`src/rtl/priority_arbiter.sv`:
```
// Registered priority arbiter: fixed or round-robin selection, grants held until
// release or hold timeout, then a one-cycle gap before the next arbitration.
module priority_arbiter #(
  parameter int NUM_REQ   = 8,
  parameter int IDX_WIDTH = $clog2(NUM_REQ),
  parameter int MAX_HOLD  = 16
) (
  input  logic                 clk,
  input  logic                 reset_n,
  input  logic [NUM_REQ-1:0]   req,
  input  logic                 done,
  input  logic                 rr_mode,
  output logic [NUM_REQ-1:0]   grant,
  output logic [IDX_WIDTH-1:0] grant_idx,
  output logic                 grant_valid,
  output logic                 timeout
);

  localparam int CNT_W = (MAX_HOLD > 0) ? $clog2(MAX_HOLD + 1) : 1;
  localparam logic [CNT_W-1:0] HOLD_LAST = (MAX_HOLD > 0) ? CNT_W'(MAX_HOLD - 1) : '0;

  typedef enum logic [1:0] {IDLE, GRANT, GAP} state_t;

  state_t               state, state_d;
  logic [CNT_W-1:0]     hold_cnt, cnt_d;
  logic [IDX_WIDTH-1:0] last_idx, last_d;
  logic [NUM_REQ-1:0]   grant_d;
  logic [IDX_WIDTH-1:0] idx_d;
  logic                 timeout_d;
  logic                 release_c;

  logic [IDX_WIDTH-1:0] top_idx, below_idx, win_idx;
  logic                 below_hit;

  // Ascending scan: the last matching index assigned is the highest one.
  always_comb begin
    top_idx   = '0;
    below_idx = '0;
    below_hit = 1'b0;
    for (int i = 0; i < NUM_REQ; i++) begin
      if (req[i]) begin
        top_idx = IDX_WIDTH'(i);
        if (i < int'(last_idx)) begin
          below_idx = IDX_WIDTH'(i);
          below_hit = 1'b1;
        end
      end
    end
    win_idx = (rr_mode && below_hit) ? below_idx : top_idx;
  end

  // NOTE: every combinational output gets a default first so no path infers a latch.
  always_comb begin
    state_d   = state;
    cnt_d     = hold_cnt;
    last_d    = last_idx;
    grant_d   = grant;
    idx_d     = grant_idx;
    timeout_d = 1'b0;
    release_c = done || !req[grant_idx];
    case (state)
      IDLE: begin
        if (|req) begin
          grant_d          = '0;
          grant_d[win_idx] = 1'b1;
          idx_d            = win_idx;
          last_d           = win_idx;
          cnt_d            = '0;
          state_d          = GRANT;
        end
      end
      GRANT: begin
        if (release_c) begin
          grant_d = '0;
          idx_d   = '0;
          state_d = GAP;
        end else if (MAX_HOLD > 0 && hold_cnt == HOLD_LAST) begin
          grant_d   = '0;
          idx_d     = '0;
          timeout_d = 1'b1;
          state_d   = GAP;
        end else if (hold_cnt != '1) begin
          cnt_d = hold_cnt + 1'b1;
        end
      end
      GAP:     state_d = IDLE;
      default: state_d = IDLE;
    endcase
  end

  // NOTE: sequential state uses non-blocking assignments; reset is sampled on the clock edge.
  always_ff @(posedge clk) begin
    if (!reset_n) begin
      state     <= IDLE;
      hold_cnt  <= '0;
      last_idx  <= '0;
      grant     <= '0;
      grant_idx <= '0;
      timeout   <= 1'b0;
    end else begin
      state     <= state_d;
      hold_cnt  <= cnt_d;
      last_idx  <= last_d;
      grant     <= grant_d;
      grant_idx <= idx_d;
      timeout   <= timeout_d;
    end
  end

  assign grant_valid = |grant;

endmodule

```
`config.mk`:
```
export PLATFORM = sky130hd
export DESIGN_NAME = priority_arbiter
export DESIGN_NICKNAME = d
export VERILOG_FILES = /design/src/rtl/priority_arbiter.sv
export SDC_FILE = /design/constraint.sdc
export NUM_CORES = 1
export LEC_CHECK = 0
export BUFFER_PORTS_ARGS = -buffer_cell sky130_fd_sc_hd__buf_4
export CORE_MARGIN = 4
export CORE_UTILIZATION = 45
export CTS_CLUSTER_SIZE = 40
export DETAILED_ROUTE_END_ITERATION = 7
export PLACE_DENSITY_LB_ADDON = 0.25
export SLEW_MARGIN = 40
export SYNTH_ARGS = -nofsm -noshare
export SYNTH_HDL_FRONTEND = slang
export SYNTH_SLANG_ARGS = --single-unit
export TNS_END_PERCENT = 20
```
`constraint.sdc`:
```
create_clock -name clk -period 4.7 [get_ports clk]
set_input_delay 0.235 -clock clk [delete_from_list [all_inputs] [get_ports clk]]
set_output_delay 0.235 -clock clk [all_outputs]
set_load 0.1 [all_outputs]
```
==> results_tabular.tex <==
\begin{tabular}{lr}
\hline
Metric & Value \\
\hline
\multicolumn{2}{l}{\textbf{Run}} \\
Maxcap violations & 0 \\
\multicolumn{2}{l}{\textbf{STA}} \\
Fraction of the cycle the final worst path needs & 47.6\% \\
Final setup viols & 0 \\
RSZ-0062 raised after global routing & false \\
Max-slew violation total from the final report & 0 \\
Final-report hold violation count & 0 \\
Worst-case headroom to the max-slew limit & 63.3\% \\
Pin slew with the least headroom to its limit & 0.550 ns \\
Worst hold slack across all endpoints & 0.187 ns \\
Final critical-path required period & 2.24 ns \\
Achievable clock frequency & 447 MHz \\
Clk\_skew & 0.00728 ns \\
Total negative setup slack & 0 ns \\
\multicolumn{2}{l}{\textbf{Status}} \\
Status & complete, no violations \\
\multicolumn{2}{l}{\textbf{Place}} \\
Area post-placement & 1480 um\^{}2 \\
Post-placement cell count & 208 \\
I/O Buffers & 24 \\
DP HPWL & 2.41 mm \\
RD Place Congestion & 0.846 \\
\multicolumn{2}{l}{\textbf{Finish}} \\
Antenna diode instance count & 0 \\
Layout Utilization & 55.1\% \\
Fraction of layout cells with a size suffix above 1 & 19.3\% \\
Design area & 1520 um\^{}2 \\
Number of nets at the end of the flow & 197 \\
Filler-free cell count of the finished design & 212 \\
Area added between synthesis and finish & 16.7\% \\
\multicolumn{2}{l}{\textbf{Clocking}} \\
CTS H-tree lvls & 1 \\
Number of buffers created by CTS & 3 \\
Number of buffers between clock root and the deepest sink & 2 \\
Post-CTS Hold Buffers & 0 \\
TritonCTS clock tree & yes \\
Count of instances resized after the clock tree is built & 0 \\
Total setup buffers inserted after CTS & 0 \\
Clock-pin slew on the worst setup and hold paths & 0.12 ns \\
Latest clock arrival within the worst-skew pair & 0.30 ns \\
Root cell of the clock tree & sky130\_fd\_sc\_hd\_\_clkbuf\_4 \\
Clock Sinks & 22 \\
\multicolumn{2}{l}{\textbf{Logic synthesis}} \\
Post-synthesis cell count & 161 \\
Proportion of synthesized flip-flops having asynchronous set or reset & 0\% \\
Combinational family with the most area after synthesis & simple AND/OR/NAND/NOR gates \\
Yosys warning total & 0 \\
Sequential-to-total area share from yosys stat & 33.8\% \\
Top FF cell, synth & sky130\_fd\_sc\_hd\_\_dfxtp\_1 \\
Post-synth EDFFs & 0 \\
Adder-cell share of the synthesized area & 2.88\% \\
Yosys cell types & 44 \\
Cell type with the highest aggregate area in the netlist & sky130\_fd\_sc\_hd\_\_dfxtp\_1 \\
Post-synthesis share of cell area spent on and, or, nand and nor gates & 28.7\% \\
Area share of the leading cell type in the synthesized netlist & 33.8\% \\
Share of cell area taken by muxes after synthesis & 1.54\% \\
Library cell with the highest instance count after synthesis & sky130\_fd\_sc\_hd\_\_dfxtp\_1 \\
Synthesized area divided by synthesized cell count & 8.08 um\^{}2 \\
Top post-synthesis cells by area & sky130\_fd\_sc\_hd\_\_dfxtp\_1 (34\%), sky130\_fd\_sc\_hd\_\_o21ai\_0 (4.2\%), sky130\_fd\_sc\_hd\_\_nand3\_1 (3.8\%), sky130\_fd\_sc\_hd\_\_nand2\_1 (3.8\%), sky130\_fd\_sc\_hd\_\_nor2\_1 (3.8\%) \\
Number of storage elements in the synthesis netlist & 22 \\
Nets in the synthesized netlist & 176 \\
Synth Area in XOR/XNOR & 0.673\% \\
Most frequent cells after synthesis & sky130\_fd\_sc\_hd\_\_dfxtp\_1 (22), sky130\_fd\_sc\_hd\_\_nand2\_1 (13), sky130\_fd\_sc\_hd\_\_nor2\_1 (13), sky130\_fd\_sc\_hd\_\_o21ai\_0 (11), sky130\_fd\_sc\_hd\_\_nand3\_1 (10) \\
Post-synthesis instance area & 1300 um\^{}2 \\
Area fraction in compound gates after synthesis & 27.8\% \\
\multicolumn{2}{l}{\textbf{Die}} \\
Starting Density & 47.2\% \\
Core area & 2760 um\^{}2 \\
Horizontal die dimension & 61.8 um \\
Total number of placement rows & 19 \\
Number of top-level pins & 25 \\
Overall die height & 61.8 um \\
Area of the die & 3820 um\^{}2 \\
\multicolumn{2}{l}{\textbf{Route}} \\
Average wire per standard cell & 15.1 um \\
Post-detailed-routing wire length & 3.21 mm \\
DR DRC count & 0 \\
Iteration count of the initial detailed-routing pass & 4 \\
Routed via count & 1275 \\
Remaining antenna violation count & 0 \\
Iteration-0 DRC count of the detailed router & 68 \\
Avg Vias per Cell & 6.01 \\
\multicolumn{2}{l}{\textbf{Critical path}} \\
Highest net fanout along the worst path & 8 \\
Crit Reg-Reg Endpoint & hold\_cnt[3]\$\_SDFFE\_PN0P\_ \\
Worst R2R Start & grant\_idx[0]\$\_SDFFE\_PN0P\_ \\
Category of the critical setup timing path & reg -> reg \\
Register-to-register setup slack & 2.46 ns \\
End of the critical path & hold\_cnt[3]\$\_SDFFE\_PN0P\_ \\
Worst Path Required & 4.95 ns \\
Critical Path Start & grant\_idx[0]\$\_SDFFE\_PN0P\_ \\
Arrival time worst endpoint & 2.49 ns \\
Kind of start point of the critical path & flip-flop \\
Number of cells on the worst reg-to-reg path & 6 \\
Category of the worst setup path capture point & flip-flop \\
\multicolumn{2}{l}{\textbf{Power and ir drop}} \\
Leakage & 0.623 nW \\
Power density normalized to cell area & 389 nW/um\^{}2 \\
Maximum vdd ir drop & 0.273 mV \\
\multicolumn{2}{l}{\textbf{Worst hold path}} \\
Worst hold path class & in -> reg \\
\multicolumn{2}{l}{\textbf{Global routing}} \\
Total congestion overflow & 0 \\
Global-route wire length before repair & 5.17 mm \\
Maximum number of pins on one net before global-route repair & 25 \\
GRT Total Usage & 18.0\% \\
Initial antenna violation count & 0 \\
Vias in the first global route & 1165 \\
\hline
\end{tabular}
==> cells by family after synthesis <==
group                    after synthesis
AND/OR/NAND/NOR                       71
AO/OA/AOI/OAI                         49
flip-flops                            22
buffers and inverters                 13
adder cells (fa/ha/maj)                3
multiplexers                           2
XOR/XNOR                               1
==> flip-flops by register name, summed over array words and instances, names as in the netlist <==
| register | count |
|---|---|
| timeout | 1 |
| state | 2 |
| last_idx | 3 |
| grant_idx | 3 |
| hold_cnt | 5 |
| grant | 8 |
==> cells in the final DEF (no fill, tap or decap), types with 3 or more instances in the layout <==
| cell | count |
|---|---|
| sky130_fd_sc_hd__a21oi_1 | 5 |
| sky130_fd_sc_hd__ha_1 | 3 |
| sky130_fd_sc_hd__clkbuf_4 | 3 |
| sky130_fd_sc_hd__inv_1 | 5 |
| sky130_fd_sc_hd__nand2b_1 | 5 |
| sky130_fd_sc_hd__nor2b_1 | 5 |
| sky130_fd_sc_hd__nor4_1 | 3 |
| sky130_fd_sc_hd__or3_1 | 6 |
| sky130_fd_sc_hd__buf_4 | 24 |
| sky130_fd_sc_hd__o21a_1 | 4 |
| sky130_fd_sc_hd__dfxtp_1 | 22 |
| sky130_fd_sc_hd__and2_1 | 3 |
| sky130_fd_sc_hd__a221oi_2 | 3 |
| sky130_fd_sc_hd__nand2_1 | 13 |
| sky130_fd_sc_hd__nand3_1 | 10 |
| sky130_fd_sc_hd__nor2_1 | 13 |
| sky130_fd_sc_hd__o21ai_0 | 11 |
| sky130_fd_sc_hd__o31ai_1 | 4 |
| sky130_fd_sc_hd__a21boi_0 | 4 |
| sky130_fd_sc_hd__and3_1 | 3 |
| sky130_fd_sc_hd__nor3_1 | 3 |
==> power by group <==
part / total (W) / internal (W) / switching (W)
Combinational: 0.000258 / 0.0000733 / 0.000184
Clock: 0.000102 / 0.0000473 / 0.0000551
Sequential: 0.000231 / 0.000204 / 0.0000270
Total: 0.000591 / 0.000324 / 0.000267
==> layer usage <==
layer  GRT usage [%]  share of wire [%]
met5               0                  0
met4            4.55                1.1
met3            3.10                6.7
met2            29.3                 47
met1            24.8                 45
==> stage by stage <==
| step | worst slack [ns] | total power (W) |
|---|---|---|
| 6_report | 2.46 | 0.000591 |
| 3_5_place_dp | 2.28 | 0.000490 |
| 2_1_floorplan | 2.03 | 0.000435 |
| 3_3_place_gp | 2.36 | 0.000486 |
| 4_1_cts | 2.29 | 0.000593 |
| 5_1_grt | 2.36 | 0.000624 |
==> layout make-up <==
class	count	area (um^2)
Timing Repair Buffer	24	180
Multi-Input combinational cell	126	805
Tap cell	31	38.8
Inverter	5	18.8
Sequential cell	22	440
Clock buffer	4	36.3
Fill cell	272	1240
==> how the worst min path moves through the flow <==
stage	startpoint	endpoint	slack, ns	cells past startpoint
CTS	done	timeout$_SDFF_PP0_	0.18	4
global route	done	timeout$_SDFF_PP0_	0.18	4
floorplan	reset_n	grant[0]$_SDFFE_PN0P_	0.40	1
global placement	hold_cnt[3]$_SDFFE_PN0P_	hold_cnt[3]$_SDFFE_PN0P_	0.47	2
finish	done	timeout$_SDFF_PP0_	0.19	4
detailed placement	hold_cnt[3]$_SDFFE_PN0P_	hold_cnt[3]$_SDFFE_PN0P_	0.48	2
==> worst max-delay path: stages, from the launching register on <==
cell	delay, ns
sky130_fd_sc_hd__dfxtp_1	0.54
sky130_fd_sc_hd__mux2i_1	0.14
sky130_fd_sc_hd__a221oi_2	0.33
sky130_fd_sc_hd__o211ai_2	0.20
sky130_fd_sc_hd__or3_1	0.45
sky130_fd_sc_hd__or3_1	0.37
sky130_fd_sc_hd__a21oi_1	0.14
Power figures use the tool's default switching activity.
